File: src/rtl/adc_capture_ctrl_if.sv
// Sample stream from the adc block (data_out/data_valid) into the capture controller.
interface adc_capture_ctrl_if #(
    parameter int unsigned DATA_W = 8
);
    logic [DATA_W-1:0] data;
    logic              valid;

    modport master (output data, output valid);
    modport slave  (input  data, input  valid);
endinterface

File: src/rtl/adc_capture_ctrl.sv
// Triggered acquisition controller: arm, wait for level-crossing trigger or timeout, store a record.
// Optional decimation of captured samples is enabled with `define ADC_CAPTURE_DECIM_EN.
module adc_capture_ctrl #(
    parameter int unsigned DATA_W     = 8,
    parameter int unsigned DEPTH_LOG2 = 8,
    parameter int unsigned TIMEOUT    = 1024
) (
    input  logic                    clk,
    input  logic                    rst_n,
    adc_capture_ctrl_if.slave       smp,
    input  logic                    start_i,
    input  logic                    abort_i,
    input  logic                    trig_mode_i,
    input  logic [DATA_W-1:0]       trig_level_i,
`ifdef ADC_CAPTURE_DECIM_EN
    input  logic [3:0]              decim_i,
`endif
    input  logic [DEPTH_LOG2-1:0]   rd_addr_i,
    output logic [DATA_W-1:0]       rd_data_o,
    output logic                    busy_o,
    output logic                    done_o,
    output logic                    timed_out_o,
    output logic [DEPTH_LOG2:0]     wr_count_o
);

    localparam logic [1:0] S_IDLE    = 2'd0;
    localparam logic [1:0] S_ARMED   = 2'd1;
    localparam logic [1:0] S_CAPTURE = 2'd2;
    localparam logic [1:0] S_DONE    = 2'd3;

    localparam int unsigned       DEPTH  = 1 << DEPTH_LOG2;
    localparam int unsigned       TO_W   = (TIMEOUT > 1) ? $clog2(TIMEOUT + 1) : 1;
    localparam logic [TO_W-1:0]   TO_MAX = TO_W'(TIMEOUT);
    localparam logic [DEPTH_LOG2:0] FULL = (DEPTH_LOG2 + 1)'(DEPTH);

    logic [1:0]              state_q, state_d;
    logic [DEPTH_LOG2:0]     wr_count_q, wr_count_d;
    logic                    timed_out_q, timed_out_d;
    logic [DATA_W-1:0]       prev_q, prev_d;
    logic                    prev_vld_q, prev_vld_d;
    logic [TO_W-1:0]         to_cnt_q, to_cnt_d;
    logic [DATA_W-1:0]       rd_data_q;
    logic                    we;
    logic [DEPTH_LOG2-1:0]   waddr;
    logic                    edge_hit;
    logic                    to_hit;
    logic                    keep;
    logic [DATA_W-1:0]       mem [DEPTH];

`ifdef ADC_CAPTURE_DECIM_EN
    logic [3:0]              dec_cnt_q, dec_cnt_d;
`endif

    assign edge_hit = prev_vld_q && (prev_q < trig_level_i) && (smp.data >= trig_level_i);
    assign to_hit   = (TIMEOUT != 0) && (to_cnt_q == TO_MAX);

    always_comb begin
        state_d     = state_q;
        wr_count_d  = wr_count_q;
        timed_out_d = timed_out_q;
        prev_d      = prev_q;
        prev_vld_d  = prev_vld_q;
        to_cnt_d    = to_cnt_q;
        we          = 1'b0;
        waddr       = wr_count_q[DEPTH_LOG2-1:0];
`ifdef ADC_CAPTURE_DECIM_EN
        dec_cnt_d   = dec_cnt_q;
        keep        = (dec_cnt_q == decim_i);
`else
        keep        = 1'b1;
`endif
        if (abort_i) begin
            state_d = S_IDLE;
        end else begin
            case (state_q)
                S_IDLE, S_DONE: begin
                    if (start_i) begin
                        state_d     = S_ARMED;
                        wr_count_d  = '0;
                        timed_out_d = 1'b0;
                        prev_vld_d  = 1'b0;
                        to_cnt_d    = '0;
                    end
                end
                S_ARMED: begin
                    if (smp.valid) begin
                        prev_d     = smp.data;
                        prev_vld_d = 1'b1;
                        if (!trig_mode_i || edge_hit || to_hit) begin
                            we          = 1'b1;
                            waddr       = '0;
                            wr_count_d  = (DEPTH_LOG2 + 1)'(1);
                            timed_out_d = to_hit;
                            state_d     = S_CAPTURE;
`ifdef ADC_CAPTURE_DECIM_EN
                            dec_cnt_d   = '0;
`endif
                        end else begin
                            to_cnt_d = to_cnt_q + TO_W'(1);
                        end
                    end
                end
                S_CAPTURE: begin
                    if (smp.valid) begin
`ifdef ADC_CAPTURE_DECIM_EN
                        // Decimation phase counts every valid sample; only phase matches are stored.
                        dec_cnt_d = keep ? 4'd0 : dec_cnt_q + 4'd1;
`endif
                        if (keep) begin
                            we         = 1'b1;
                            wr_count_d = wr_count_q + (DEPTH_LOG2 + 1)'(1);
                            if (wr_count_d == FULL) begin
                                state_d = S_DONE;
                            end
                        end
                    end
                end
                default: state_d = S_IDLE;
            endcase
        end
    end

    always_ff @(posedge clk or negedge rst_n) begin
        if (!rst_n) begin
            state_q     <= S_IDLE;
            wr_count_q  <= '0;
            timed_out_q <= 1'b0;
            prev_q      <= '0;
            prev_vld_q  <= 1'b0;
            to_cnt_q    <= '0;
`ifdef ADC_CAPTURE_DECIM_EN
            dec_cnt_q   <= '0;
`endif
        end else begin
            state_q     <= state_d;
            wr_count_q  <= wr_count_d;
            timed_out_q <= timed_out_d;
            prev_q      <= prev_d;
            prev_vld_q  <= prev_vld_d;
            to_cnt_q    <= to_cnt_d;
`ifdef ADC_CAPTURE_DECIM_EN
            dec_cnt_q   <= dec_cnt_d;
`endif
        end
    end

    // Record buffer is intentionally not reset; it holds the last record until the next trigger.
    always_ff @(posedge clk) begin
        if (we) begin
            mem[waddr] <= smp.data;
        end
    end

    always_ff @(posedge clk or negedge rst_n) begin
        if (!rst_n) begin
            rd_data_q <= '0;
        end else begin
            rd_data_q <= mem[rd_addr_i];
        end
    end

    assign rd_data_o   = rd_data_q;
    assign busy_o      = (state_q == S_ARMED) || (state_q == S_CAPTURE);
    assign done_o      = (state_q == S_DONE);
    assign timed_out_o = timed_out_q;
    assign wr_count_o  = wr_count_q;

endmodule

File: src/flat_wrapper.sv
// flat-port wrapper written by rule: the top's interface ports become plain ports
module adc_capture_ctrl_flat 
#(
    parameter int unsigned DATA_W     = 8,
    parameter int unsigned DEPTH_LOG2 = 8,
    parameter int unsigned TIMEOUT    = 1024
)
  (clk, rst_n, start_i, abort_i, trig_mode_i, trig_level_i, rd_addr_i, rd_data_o, busy_o, done_o, timed_out_o, wr_count_o, smp_data, smp_valid);
  adc_capture_ctrl_if #(.DATA_W(DATA_W)) smp_i ();
  input  logic clk;
  input  logic rst_n;
  input  logic start_i;
  input  logic abort_i;
  input  logic trig_mode_i;
  input  logic [DATA_W-1:0] trig_level_i;
  input  logic [DEPTH_LOG2-1:0] rd_addr_i;
  output logic [DATA_W-1:0] rd_data_o;
  output logic busy_o;
  output logic done_o;
  output logic timed_out_o;
  output logic [DEPTH_LOG2:0] wr_count_o;
  input wire logic [$bits(smp_i.data)-1:0] smp_data;
  input wire logic [$bits(smp_i.valid)-1:0] smp_valid;
  assign smp_i.data = smp_data;
  assign smp_i.valid = smp_valid;
  adc_capture_ctrl #(.DATA_W(DATA_W), .DEPTH_LOG2(DEPTH_LOG2), .TIMEOUT(TIMEOUT)) u_core (.clk(clk), .rst_n(rst_n), .smp(smp_i), .start_i(start_i), .abort_i(abort_i), .trig_mode_i(trig_mode_i), .trig_level_i(trig_level_i), .rd_addr_i(rd_addr_i), .rd_data_o(rd_data_o), .busy_o(busy_o), .done_o(done_o), .timed_out_o(timed_out_o), .wr_count_o(wr_count_o));
endmodule
File: config.mk
export PLATFORM = sky130hd
export DESIGN_NAME = adc_capture_ctrl_flat
export DESIGN_NICKNAME = d
export VERILOG_FILES = /design/src/rtl/adc_capture_ctrl_if.sv /design/src/rtl/adc_capture_ctrl.sv /design/src/flat_wrapper.sv
export SDC_FILE = /design/constraint.sdc
export NUM_CORES = 2
export LEC_CHECK = 0
export CAP_MARGIN = 20
export CORE_ASPECT_RATIO = 1.1
export CORE_MARGIN = 2
export CORE_UTILIZATION = 50
export CTS_BUF_LIST = sky130_fd_sc_hd__clkbuf_2 sky130_fd_sc_hd__clkbuf_4 sky130_fd_sc_hd__clkbuf_8
export CTS_CLUSTER_SIZE = 24
export DETAILED_ROUTE_END_ITERATION = 8
export GPL_TIMING_DRIVEN = 0
export PLACE_DENSITY = 0.72
export SYNTH_ARGS = -nofsm -noshare
export SYNTH_HDL_FRONTEND = slang
export SYNTH_SLANG_ARGS = --single-unit
export TNS_END_PERCENT = 5
File: constraint.sdc
create_clock -name clk -period 8.5 [get_ports clk]
set_input_delay 2.55 -clock clk [delete_from_list [all_inputs] [get_ports clk]]
set_output_delay 2.55 -clock clk [all_outputs]
set_load 0.01 [all_outputs]
# == After elaboration in Yosys (flattened, before gate mapping) ==
# Memories as Yosys holds them, arrays and structs flattened. A register that Yosys moved wholly into a read port is not among the register bits.
# Index checks and enable logic that the tools add are counted.
# classes
addsub,2
mul,0
div,0
order_cmp,2
eq_ne,15
shifts,0
n_mux,33
n_bitwise,1
reduce_logical,16
# op_table
operator,n
9-bit two-way mux,4
11-bit two-way mux,3
8-bit two-way mux,4
9-bit case mux with 3 select lines,1
11-bit case mux with 2 select lines,1
5-bit AND reduction,4
2-bit two-way mux,6
11-bit by 1-bit adder with 11-bit output (second input constant),1
11-bit == test (second input constant),1
1-bit two-way mux,10
9-bit by 1-bit adder with 9-bit output (second input constant),1
9-bit == test (second input constant),1
3-bit inequality test (second input constant),3
8-bit >= comparator,1
8-bit < comparator,1
2-bit inequality test (second input constant),4
3-bit by 2-bit inequality test with 1-bit output (second input constant),2
1-bit case mux with 2 select lines,3
2-bit case mux with 3 select lines,1
2-bit == test (second input constant),2
4-bit AND reduction,1
1-bit logical OR,3
3-bit AND reduction,1
2-bit by 1-bit == test with 1-bit output (second input constant),1
7 further kinds,9
# totals
reg_bits,32
latchBits,0
ramBits,2048
rom_bits,0
mem_count,1
# memory_table
memory,words,width,read_ports,rd_ports_with_merged_regs,write_ports,line,rtl
u_core.mem,256,8,1,1,1,adc_capture_ctrl.sv:48,logic [DATA_W-1:0] mem [DEPTH];

# == Logic depth before layout (Yosys ltp) ==
# logic_depth
ltp_word,11
depth_mapped,11

# == Least setup slack after synthesis ==
# Ideal clock, no wire load.
# synth_path
path_kind,input port to flip-flop
from,input smp_data[0]
to,memory u_core.mem[160][0] (enable)
setup_ns,0.395
t_arrival_ns,5.002
setup_slack_ns,3.104
stages,9
n_path_buf,0
path_cell_list,inv_1 -> ha_1 -> nand2b_1 -> a21o_1 -> a2111oi_4 -> o31ai_2 -> a31oi_4 -> o2111ai_2 -> nor4_1
# synth_via
elab_chain_cells,10
# synth_lines
item,line,rtl
start: declaration,flat_wrapper.sv:22,input wire logic [$bits(smp_i.data)-1:0] smp_data;
8-bit >= comparator (*),adc_capture_ctrl.sv:54,assign edge_hit = prev_vld_q && (prev_q < trig_level_i) && (smp.data >= trig_level_i);
1-bit logical AND (*),adc_capture_ctrl.sv:54,
1-bit logical OR (*) (2 in series),adc_capture_ctrl.sv:89,if (!trig_mode_i || edge_hit || to_hit) begin
1-bit two-way mux,adc_capture_ctrl.sv:89,
1-bit two-way mux,adc_capture_ctrl.sv:86,if (smp.valid) begin
1-bit case mux with 2 select lines,adc_capture_ctrl.sv:75,case (state_q)
1-bit two-way mux,adc_capture_ctrl.sv:72,if (abort_i) begin
1-bit two-way mux,adc_capture_ctrl.sv:149,if (we) begin
1-bit two-way mux (implied by the code),adc_capture_ctrl.sv:150,mem[waddr] <= smp.data;
end: declaration,adc_capture_ctrl.sv:48,
# Every way passes the cells marked *; elsewhere a longest branch is shown, timed or not.

# == Worst setup path after layout ==
# layout_path
from,input smp_data[0]
to,memory u_core.mem[14][7] (enable)
# Same word-level chain as after synthesis.

==> results.cfg <==
[cts]
clk_pin_slew_ns = 0.06
post_cts_buffers = 0
numCtsBuffers = 338
clock_latency_ns = 1.07
cts-htree-levels = 5
root_buffer = clkbuf_8
clockBufferDepth = 4
cts_tree = done
holdBufCountCts = 0
clock-sinks = 2088
cts_resized = 0

[logic_synthesis]
syn_area_per_cell_sq_um = 20.65
syn_inst = 3944
synth_cell_types = 69
synth_area_sq_um = 81450
synth_nets = 3996
async_flop_share_pct = 1.916
synth-main-ff-cell = edfxtp_1
synth-edff-count = 2048
yosysWarningCount = 0
ys_seq_area_share_pct = 76.74
ys_ff_latch = 2088

[placement]
placedCellCount = 6155
gp_congestion = 0.9296
io_buffer_count = 45
pre_cts_ws_ns = 0.3796
dp_hpwl_microns = 148600

[die]
io_pins = 50
die_area_sq_um = 166100
die_y_microns = 427.3
start_util_pct = 50.29
core-area_sq_um = 161900
num_rows = 155
die_x_microns = 388.8

[layout]
final_common_cell = edfxtp_1
area_growth_pct = 12.66
drive_gt1_share_pct = 25.85
instances_no_fill = 6734
filler_cell_count = 11660
layout_common_cells = edfxtp_1, mux4_2, clkbuf_8
nets = 4432

[route]
vias = 43370
wire_per_inst_microns = 33.26
drc = 0
ant_nets = 0
vias_per_cell = 6.441
drt_iter0_drc = 6630
wirelength_microns = 224000
drtPass1Iterations = 8

[global_route]
overflow = 0
grt_pass1_vias = 43100
track_usage_pct = 27.06
grt_pass1_wl_microns = 314200
antenna_found_initial = 14
grt_start_max_net_pins = 175

[sta]
max_freq_mhz = 136.5
fin_crit_ns = 7.326
relSlewSlack_pct = 14.46
tns_ns = 0
hold_violations = 0
setup_viol = 0
fin_skew_ns = 0.09024
slew_violations = 0
rsz0062_at_grt = no
period_share_pct = 86.18
timing.final.ws_setup_ns = 1.174
worst_slew_pin_slew_ns = 1.283

[power]
ir_drop_uv = 192.7
power.sequential.fraction_pct = 54.1
power_switching_w = 0.004716
swShare_pct = 22.40
internal_power_w = 0.01634
clkPwrFrac_pct = 39.9
powerDensity_nw_per_um2 = 229.5
p_comb_share_pct = 6.0
p_leak_nw = 28.70

[worst_setup_path]
worstPathMaxFanout = 173
endpoint_kind = flip-flop
cp_data_arrival_time_ns = 7.97
worstSetupPathType = in2reg
cpPeakStageDelay_ns = 1.10
cp_cell_sequence = buf_8 > buf_16 > inv_1 > ha_1 > nand2b_1 > a21o_1 > a2111oi_4 > o31ai_2 > a31oi_4 > o2111ai_2 > clkbuf_1 > nor2_1
cp-start-kind = primary input
critPathBufInv = 4
cp_slowest_cell = nor2_1
critPathRequiredTime_ns = 9.14
crit_family = compound AO/OA/AOI/OAI gates

[hold_path]
hold_class = reg2reg

[run_status]
status = complete, no violations

[job]
drv_cap = 0
==> kinds of logic after synthesis <==
group,Yosys count,share of synthesized area [%]
fa+ha+maj,22,0.3380
compound gates,398,3.487
flops,2088,76.74
simple gates,581,3.139
buf+inv,253,1.538
mux,599,14.73
xor+xnor,3,0.03227
==> worst min-delay path, cell delays in order, from the launching register on <==
cell	delay (ns)
dfrtp_1	0.34
nand2_1	0.04
o21ai_0	0.07
==> metrics by stage <==
step / util (%) / total power (W) / cell area [sq um] / hold slack [ns]
3_3_place_gp: 52.21 / 0.01291 / 84550 / 0.4690
3_5_place_dp: 52.71 / 0.01284 / 85350 / 0.4748
6_report: 56.66 / 0.02105 / 91760 / 0.4885
5_1_grt: 56.66 / 0.02162 / 91750 / 0.5173
2_1_floorplan: - / 0.01225 / 81450 / 0.4413
4_1_cts: 56.64 / 0.02108 / 91720 / 0.4889
==> synth_stat cells, types with 4 or more instances <==
cell type / count / area [sq um]
a211oi_1: 39 / 292.8
a21o_1: 5 / 37.54
a21oi_1: 53 / 265.3
a221oi_1: 18 / 157.7
a22o_1: 34 / 297.8
a22oi_1: 50 / 375.4
a31oi_1: 15 / 93.84
and2_1: 7 / 43.79
and3_1: 5 / 31.28
buf_1: 12 / 45.04
buf_2: 47 / 235.2
buf_4: 51 / 382.9
buf_6: 7 / 78.83
clkbuf_1: 116 / 435.4
dfrtp_1: 40 / 1001
edfxtp_1: 2048 / 61500
ha_1: 22 / 275.3
inv_1: 19 / 71.32
mux2_2: 25 / 281.5
mux2i_1: 97 / 970.9
mux4_2: 477 / 10740
nand2_1: 127 / 476.7
nand2b_1: 16 / 100.1
nand3_1: 25 / 125.1
nand4_1: 12 / 75.07
nor2_1: 284 / 1066
nor2b_1: 19 / 118.9
nor3_1: 40 / 200.2
nor4_1: 21 / 131.4
o211ai_1: 5 / 37.54
o21ai_0: 18 / 90.09
o221ai_1: 16 / 140.1
o22ai_1: 104 / 650.6
o31ai_1: 15 / 112.6
or3_1: 8 / 50.05
or4_1: 4 / 30.03
==> path summary, 6_finish.rpt <==
kind,cells past startpoint,to,start,slack [ns]
max in group asynchronous,2,u_core.prev_q[5],rst_n,6.36
hold / removal,2,u_core.prev_q[0],u_core.prev_q[0],0.49
setup / recovery,12,u_core.mem[14][7],smp_data[0],1.17
setup reg to reg,9,u_core.mem[14][7],u_core.state_q[0],4.00
hold reg to reg,2,u_core.prev_q[0],u_core.prev_q[0],0.49
min in group asynchronous,1,u_core.rd_data_o[1],rst_n,1.52
==> layer usage <==
metal / global-route usage (%) / up-vias / wire length [microns]
li1: - / 17340 / -
met1: 34.59 / 22430 / 79070
met2: 41.65 / 3002 / 103800
met3: 8.540 / 591 / 27320
met4: 14.72 / 16 / 13690
met5: 0 / - / 100
==> registers in the layout, summed over array words and instances (netlist names) <==
| name | flops |
|---|---|
| u_core.mem | 2048 |
| u_core.prev_q | 8 |
| u_core.prev_vld_q | 1 |
| u_core.rd_data_o | 8 |
| u_core.state_q | 2 |
| u_core.timed_out_o | 1 |
| u_core.to_cnt_q | 11 |
| u_core.wr_count_o | 9 |
==> power groups by stage <==
stage / registers, W / clock network, W / logic (W)
2_1_floorplan: 0.0116 / 0 / 0.000664
3_3_place_gp: 0.0117 / 0 / 0.00120
3_5_place_dp: 0.0116 / 0 / 0.00124
4_1_cts: 0.0114 / 0.00845 / 0.00125
5_1_grt: 0.0114 / 0.00891 / 0.00133
6_report: 0.0114 / 0.00841 / 0.00127
==> layout make-up <==
| cell class | count | area (sq um) | area share (%) |
|---|---|---|---|
| antenna | 3 | 7.507 | 0.008182 |
| buffer | 233 | 1184 | 1.290 |
| clock buffer | 446 | 5500 | 5.994 |
| clock inverter | 126 | 865.8 | 0.9436 |
| inverter | 20 | 75.07 | 0.08182 |
| multi-input combinational | 1603 | 17750 | 19.35 |
| sequential | 2088 | 62500 | 68.12 |
| tap | 2119 | 2651 | 2.890 |
| timing repair buffer | 96 | 1220 | 1.330 |
Power figures use the tool's default switching activity.
